===== config.mk =====
export PLATFORM = sky130hd
export DESIGN_NAME = spi_msg_scheduler
export DESIGN_NICKNAME = d
export VERILOG_FILES = /design/src/rtl/spi_msg_scheduler.sv
export SDC_FILE = /design/constraint.sdc
export NUM_CORES = 1
export LEC_CHECK = 0
export CORE_UTILIZATION = 34
export DETAILED_ROUTE_END_ITERATION = 8
export PLACE_DENSITY = 0.65
export SYNTH_ARGS = -nofsm -noshare
export SYNTH_HDL_FRONTEND = slang
export SYNTH_SLANG_ARGS = --single-unit

===== constraint.sdc =====
create_clock -name sys_clk -period 6 [get_ports sys_clk]
set_clock_uncertainty 0.2 [all_clocks]
set_input_delay 1.2 -clock sys_clk [delete_from_list [all_inputs] [get_ports sys_clk]]
set_output_delay 1.2 -clock sys_clk [all_outputs]
set_load 0.01 [all_outputs]

===== src/rtl/spi_msg_scheduler.sv =====
// Round-robin scheduler framing per-channel SPI slave FIFO messages into one byte stream.
// Optional checksum byte after the payload is enabled with `define SPI_SCHED_CHECKSUM_EN.
module spi_msg_scheduler #(
  parameter int         N_CH      = 4,
  parameter logic [7:0] SYNC_BYTE = 8'hA5,
  parameter logic [7:0] ID_BASE   = 8'h10
) (
  input  logic              sys_clk,
  input  logic              n_rst,
  input  logic [N_CH-1:0]   have_msg,
  input  logic [8*N_CH-1:0] len,
  input  logic [8*N_CH-1:0] out_data,
  output logic [N_CH-1:0]   enc_rdreq,
  output logic [7:0]        tx_data,
  output logic              tx_valid,
  input  logic              tx_ready,
  output logic              busy,
  output logic [3:0]        cur_ch
);

  typedef enum logic [2:0] {
    S_IDLE,
    S_SYNC,
    S_ID,
    S_LEN,
`ifdef SPI_SCHED_CHECKSUM_EN
    S_DATA,
    S_CSUM
`else
    S_DATA
`endif
  } state_t;

  state_t     state_q, state_d;
  logic [3:0] cur_ch_q, cur_ch_d;
  logic [7:0] cnt_q, cnt_d;
`ifdef SPI_SCHED_CHECKSUM_EN
  logic [7:0] csum_q, csum_d;
`endif

  logic       hit;
  logic [3:0] winner;
  logic [4:0] cand;
  logic [7:0] win_len;
  logic [7:0] head;

  // Search starts just after the last grant so every waiting channel is served in turn.
  always_comb begin
    hit    = 1'b0;
    winner = cur_ch_q;
    cand   = '0;
    for (int i = 1; i <= N_CH; i++) begin
      cand = {1'b0, cur_ch_q} + 5'(i);
      if (cand >= 5'(N_CH)) begin
        cand = cand - 5'(N_CH);
      end
      for (int k = 0; k < N_CH; k++) begin
        if (!hit && (cand == 5'(k)) && have_msg[k]) begin
          hit    = 1'b1;
          winner = 4'(k);
        end
      end
    end
  end

  always_comb begin
    win_len = '0;
    head    = '0;
    for (int k = 0; k < N_CH; k++) begin
      if (winner == 4'(k)) begin
        win_len = len[8*k +: 8];
      end
      if (cur_ch_q == 4'(k)) begin
        head = out_data[8*k +: 8];
      end
    end
  end

  always_ff @(posedge sys_clk or negedge n_rst) begin
    if (!n_rst) begin
      state_q  <= S_IDLE;
      cur_ch_q <= 4'(N_CH - 1);
      cnt_q    <= '0;
`ifdef SPI_SCHED_CHECKSUM_EN
      csum_q   <= '0;
`endif
    end else begin
      state_q  <= state_d;
      cur_ch_q <= cur_ch_d;
      cnt_q    <= cnt_d;
`ifdef SPI_SCHED_CHECKSUM_EN
      csum_q   <= csum_d;
`endif
    end
  end

  always_comb begin
    state_d  = state_q;
    cur_ch_d = cur_ch_q;
    cnt_d    = cnt_q;
`ifdef SPI_SCHED_CHECKSUM_EN
    csum_d   = csum_q;
`endif
    tx_valid = 1'b0;
    tx_data  = '0;

    case (state_q)
      S_IDLE: begin
        // A zero length (usedw lagging have_msg) still advances the pointer but opens no frame.
        if (hit) begin
          cur_ch_d = winner;
          cnt_d    = win_len;
`ifdef SPI_SCHED_CHECKSUM_EN
          csum_d   = '0;
`endif
          if (win_len != 8'd0) begin
            state_d = S_SYNC;
          end
        end
      end
      S_SYNC: begin
        tx_valid = 1'b1;
        tx_data  = SYNC_BYTE;
        if (tx_ready) begin
          state_d = S_ID;
        end
      end
      S_ID: begin
        tx_valid = 1'b1;
        tx_data  = ID_BASE + {4'b0000, cur_ch_q};
        if (tx_ready) begin
`ifdef SPI_SCHED_CHECKSUM_EN
          csum_d  = csum_q ^ tx_data;
`endif
          state_d = S_LEN;
        end
      end
      S_LEN: begin
        tx_valid = 1'b1;
        tx_data  = cnt_q;
        if (tx_ready) begin
`ifdef SPI_SCHED_CHECKSUM_EN
          csum_d  = csum_q ^ tx_data;
`endif
          state_d = S_DATA;
        end
      end
      S_DATA: begin
        tx_valid = 1'b1;
        tx_data  = head;
        if (tx_ready) begin
`ifdef SPI_SCHED_CHECKSUM_EN
          csum_d = csum_q ^ tx_data;
`endif
          if (cnt_q != 8'd0) begin
            cnt_d = cnt_q - 8'd1;
          end
          if (cnt_q == 8'd1) begin
`ifdef SPI_SCHED_CHECKSUM_EN
            state_d = S_CSUM;
`else
            state_d = S_IDLE;
`endif
          end
        end
      end
`ifdef SPI_SCHED_CHECKSUM_EN
      S_CSUM: begin
        tx_valid = 1'b1;
        tx_data  = csum_q;
        if (tx_ready) begin
          state_d = S_IDLE;
        end
      end
`endif
      default: begin
        state_d = S_IDLE;
      end
    endcase
  end

  // The read strobe follows tx_ready directly so each accepted payload byte pops exactly one head.
  always_comb begin
    enc_rdreq = '0;
    for (int k = 0; k < N_CH; k++) begin
      enc_rdreq[k] = (state_q == S_DATA) && tx_ready && (cur_ch_q == 4'(k));
    end
  end

  assign busy   = (state_q != S_IDLE);
  assign cur_ch = cur_ch_q;

endmodule


# Yosys cells after proc, flatten, opt, wreduce, memory -nomap -nowiden
# Index checks and enable logic that the tools add are counted.
dict set report word_totals {
  reg_bits 15
  inputBits 71
  out_inout_bits 18
  word_cells 172
}
dict set report classes {
  add_sub_neg 10
  n_lt_le_gt_ge 4
  eq_ne 31
  n_mux 58
  reduce_logical 66
}
# operator n
set ops {}
lappend ops {{$mux W8} 11}
lappend ops {{$mux W4} 16}
lappend ops {{$eq A5 B2 Y1 const B} 8}
lappend ops {{$logic_and A1 B1 Y1} 36}
lappend ops {{$pmux W8 S4} 1}
lappend ops {{$mux W3} 7}
lappend ops {{$eq A5 B1 Y1 const B} 4}
lappend ops {{$ge A5 B3 Y1 const B} 4}
lappend ops {{$logic_not A5 Y1} 4}
lappend ops {{$mux W5} 4}
lappend ops {{$sub A5 B3 Y5 const B} 4}
lappend ops {{$mux W1} 17}
lappend ops {{$eq A4 B2 Y1 const B} 4}
lappend ops {{$ne A2 B2 Y1 const B} 8}
lappend ops {{$pmux W8 S2} 1}
lappend ops {{$reduce_bool A8 Y1} 2}
lappend ops {{$logic_not A1 Y1} 15}
lappend ops {{$pmux W3 S5} 1}
lappend ops {{$add A4 B2 Y5 const B} 2}
lappend ops {{$eq A4 B1 Y1 const B} 2}
lappend ops {{$eq A8 B1 Y1 const B} 1}
lappend ops {{$logic_not A4 Y1} 2}
lappend ops {{$sub A8 B1 Y8 const B} 1}
lappend ops {{$reduce_and A7 Y1} 1}
lappend ops {{12 further kinds} 13}

# Depth between registers and ports, before layout
dict set report logic_depth {
  ltp_word 75
  mapped_depth 19
  depth_no_buf 16
}

# Worst setup path after synthesis
# No wires, ideal clock.
dict set report synth_timing {
  path_type {reg-to-reg}
  from {reg cur_ch_q[0] (netlist: cur_ch[0])}
  to {reg state_q[0]}
  setup_time_ns 0.128
  arrival_ns 4.105
  required_ns 5.672
  path_slack_ns 1.567
  path_stages_with_launch 18
  n_path_buf 4
  synth_period_minus_slack_ns 4.433
  path_cell_list {dfstp_2 buf_2 buf_4 buf_1 nand2_1 xor2_1 ha_1 nor2_1 a21oi_2 o32ai_2 nor3_2 a21o_1 o21ai_2 buf_6 mux2i_1 o22ai_1 o41ai_2 mux2_1}
}
dict set report synth_between {
  elab_chain_cells 74
  word_cells_on_any_way 122
  cone_classes {add/sub (8); order compare (4); eq/ne (17); mux (40); reduce/logical (53)}
}
# element line_no
set synth_rtl {}
lappend synth_rtl {{start: declaration} 35} ;# logic [3:0] cur_ch_q, cur_ch_d;
lappend synth_rtl {{start signal: assignment} 82} ;# cur_ch_q <= 4'(N_CH - 1);
lappend synth_rtl {{start signal: assignment} 89} ;# cur_ch_q <= cur_ch_d;
lappend synth_rtl {{$add A4 B1 Y5} 53} ;# cand = {1'b0, cur_ch_q} + 5'(i);
lappend synth_rtl {{$sub A5 B3 Y5 / $ge A5 B3 Y1 (equally long branches)} {55, 54}}
lappend synth_rtl {{$mux W5} 54} ;# if (cand >= 5'(N_CH)) begin
lappend synth_rtl {{$logic_not A5 Y1} 58} ;# if (!hit && (cand == 5'(k)) && have_msg[k]) begin
lappend synth_rtl {{$logic_and A1 B1 Y1} 58}
lappend synth_rtl {{$mux W1} 58}
lappend synth_rtl {{$logic_not A1 Y1} 58}
lappend synth_rtl {{$logic_and A1 B1 Y1 (2 in a row)} 58}
lappend synth_rtl {{[... 53 more ...]} --}
lappend synth_rtl {{$logic_not A1 Y1} 58}
lappend synth_rtl {{$logic_and A1 B1 Y1 (2 in a row)} 58}
lappend synth_rtl {{$mux W4} 58}
lappend synth_rtl {{$logic_not A4 Y1} 70} ;# if (winner == 4'(k)) begin
lappend synth_rtl {{$mux W8 (4 in a row)} 70}
lappend synth_rtl {{$reduce_bool A8 Y1} 116} ;# if (win_len != 8'd0) begin
lappend synth_rtl {{$ne A2 B2 Y1 (no line)} --}
lappend synth_rtl {{$reduce_and A7 Y1 (no line) (*)} --}
lappend synth_rtl {{end signal: assignment} 88} ;# state_q <= state_d;
lappend synth_rtl {{end: declaration} 34} ;# state_t state_q, state_d;
# Every way passes the cells marked *; elsewhere a longest branch is shown, timed or not.
# A chain may end at the register's enable or synchronous reset.

# Worst setup path in the final report
# Same ends and word-level chain as after synthesis.

==> reports/summary.txt <==
Crit. End Element = flop
# setup viols final = 0
synth unique cells = 63
final hold slack = 0.338 ns
DIE HEIGHT = 82.8 um
Max Slew Vio Count = 0
Sink Count = 15
Power Dens Cells = 475 nW/um^2
worst endpoint data arrival time = 4.69 ns
CTS tree = done
clk_lat worst skew = 0.25 ns
Worst-Margin Slew = 0.775 ns
fin crit period = 4.75 ns
# H-tree levels = 1
die area = 6850 um^2
Post-CTS Setup Repair Bufs = 0
hold path cells = 2
largest net degree at the start of global routing = 36
share of post-route cells with drive strength above 1 = 10.2%
Synth Flop Type = dfrtp_1
diode count = 0
Routed Antenna Nets = 0
GR Overflow Total = 0
critical path peak fanout = 35
Clock Path Buffers = 2
Die Wd = 82.8 um
met1 Track Usage GR = 27.8%
routed vias = 2,417
WL per Instance = 15.2 um
Fin. Hold Viols = 0
non-filler instance count after layout = 431
Critical Path RT = 5.94 ns
IO Port Bufs = 88
syn_area_per_cell = 8.07 um^2
initial core utilization = 35.1%
cell taking the most area after synthesis = dfrtp_1
Synth top cells by count = nor2_1, mux2i_1, nand2_1
most frequent cell after synthesis = nor2_1
Yosys reg bits = 15
Hold WC Path Type = flop to flop
core area = 6310 um^2
largest cells by area after synthesis = dfrtp_1, mux2i_1, mux4_2, ha_1, o21ai_0
type of origin of the critical path = flop
M3 GR Usage = 1.20%
critical path class = flop to flop
Max Clk Rate = 210 MHz
I/O pins = 89
Worst R2R Path Depth = 15
number of fill cells = 603
Setup TNS Final = 0 ns
CTS root buffer = clkbuf_8
outcome = finished, final reports clean
# nets final = 436
Synth warnings = 0
DRT iter0 DRCs = 162
Synth top area share = 14.7%
Max-slew headroom = 48.3%
CTS Buf Count = 3
1st-pass router iterations = 4
post-cts sizing count = 0
Multi-input gate area = 1700 um^2
Seq/Total Area, Yosys = 17.0%
maximum vdd drop = 300 uV
Top Usage Layer GRT = met2
GR Util met2 = 30.0%
register area = 378 um^2
RSZ-0062 raised after global routing = no
Cell Rows = 29
clk slew on worst S/H paths = 0.07 ns
Synth Net Count = 356
number of global-route vias before repair = 2,139
total global-route track usage = 19.1%
Final GP Congestion = 0.876
initial antenna violation count = 0
synthesized instance count = 275
max-cap violations = 0
HPWL after DPL = 5200 um
hold_buf cts = 0
EDFF count, synth = 0
DRC viols = 0
final wirelength = 6560 um
first-pass GRT wire length = 10,100 um
Mapped Area = 2220 um^2
placed cell count = 427
ys async rst share = 100%
area growth from synthesis to layout = 42.9%
final worst-path cycle share = 79.2%
number of vias per cell = 5.61
Leak = 1.24 nW
Tot Pwr = 1.50 mW
==> cell type report <==
cell class | count | area share (%)
repair buffers | 91 | 28.5
well taps | 77 | 3.04
flip-flops and latches | 15 | 11.9
multi-input cells | 231 | 53.6
clock inverters | 1 | 0.158
inverters | 13 | 1.54
clock buffers | 3 | 1.30
==> layer usage <==
layer	wire length (um)	up-vias	part of all wire, %
met3	323	9	4.9
met1	3190	1110	49
met5	0	-	0
met2	2950	90	45
li1	-	1208	-
met4	97	0	1.5
==> metrics by stage <==
stage	utilization [%]	setup WS (ns)	area (um^2)
finish	50.2	1.25	3170
floorplan	-	1.57	2220
global placement	49.5	1.36	3120
detailed placement	49.5	1.25	3120
CTS	50.2	1.23	3170
global route	50.2	0.925	3170
==> worst paths after layout <==
kind                                             from                     end  slack (ns)
worst max-delay path            cur_ch[0]$_DFFE_PN1P_  state_q[0]$_DFFE_PN0P_        1.25
worst min-delay path             cnt_q[6]$_DFFE_PN0P_    cnt_q[6]$_DFFE_PN0P_        0.34
worst max register to register  cur_ch[0]$_DFFE_PN1P_  state_q[0]$_DFFE_PN0P_        1.25
worst min register to register   cnt_q[6]$_DFFE_PN0P_    cnt_q[6]$_DFFE_PN0P_        0.34
max in group asynchronous                       n_rst  state_q[1]$_DFFE_PN0P_        3.96
min in group asynchronous                       n_rst    cnt_q[2]$_DFFE_PN0P_        1.18
==> cells in the final DEF, fill, tap and decap left out, types with 2 or more instances in the layout <==
master,n
dfrtp_1,13
o21ai_0,19
a21boi_0,2
a31oi_1,7
o32ai_2,2
and3_1,2
o211ai_1,4
a22oi_1,4
nor2_1,24
a21o_1,2
clkdlybuf4s50_1,88
or2_1,2
nor2b_1,6
mux4_2,8
nand3_1,4
a211oi_1,2
mux2i_1,20
or4_1,3
ha_1,10
o32a_1,2
dfstp_2,2
clkbuf_8,3
o22ai_1,15
nand2_1,20
o21ai_2,2
buf_4,3
xor2_1,3
nor3b_1,2
nor4_1,3
nor3_1,12
mux2_2,2
nand2_2,2
a21oi_1,17
xnor2_1,3
nand2b_1,3
inv_1,12
==> report_power, final <==
| group | internal [mW] | switching (mW) | leakage [nW] | total, mW |
|---|---|---|---|---|
| Combinational | 0.555 | 0.589 | 1.02 | 1.14 |
| Clock | 0.0461 | 0.0383 | 0.0255 | 0.0844 |
| Sequential | 0.152 | 0.125 | 0.187 | 0.277 |
==> logic make-up (layout without fill, tap and decap cells) <==
family,after synthesis,in the layout,share of synthesized area (%)
compound gates,92,92,28.5
xor+xnor,7,7,3.10
fa+ha+maj,10,10,5.64
buf+inv,29,108,6.43
flops,15,15,17.0
mux,31,31,18.7
simple gates,91,91,20.6
==> flip-flops by register name, indices dropped and copies added, names as in the netlist <==
name and count:
cnt_q 8, cur_ch 4, state_q 3
==> worst max-delay path: stages, from the launching register on <==
cell	delay, ns
dfstp_2	1.04
nand2_2	0.20
xnor2_2	0.28
inv_1	0.07
ha_1	0.22
or3_4	0.40
nand2_2	0.12
nor3_1	0.07
o32ai_2	0.30
a21boi_2	0.21
o21ai_2	0.06
buf_4	0.22
nor4_1	0.27
o311ai_0	0.17
o41ai_2	0.44
mux2_1	0.36
Power figures use the tool's default switching activity.
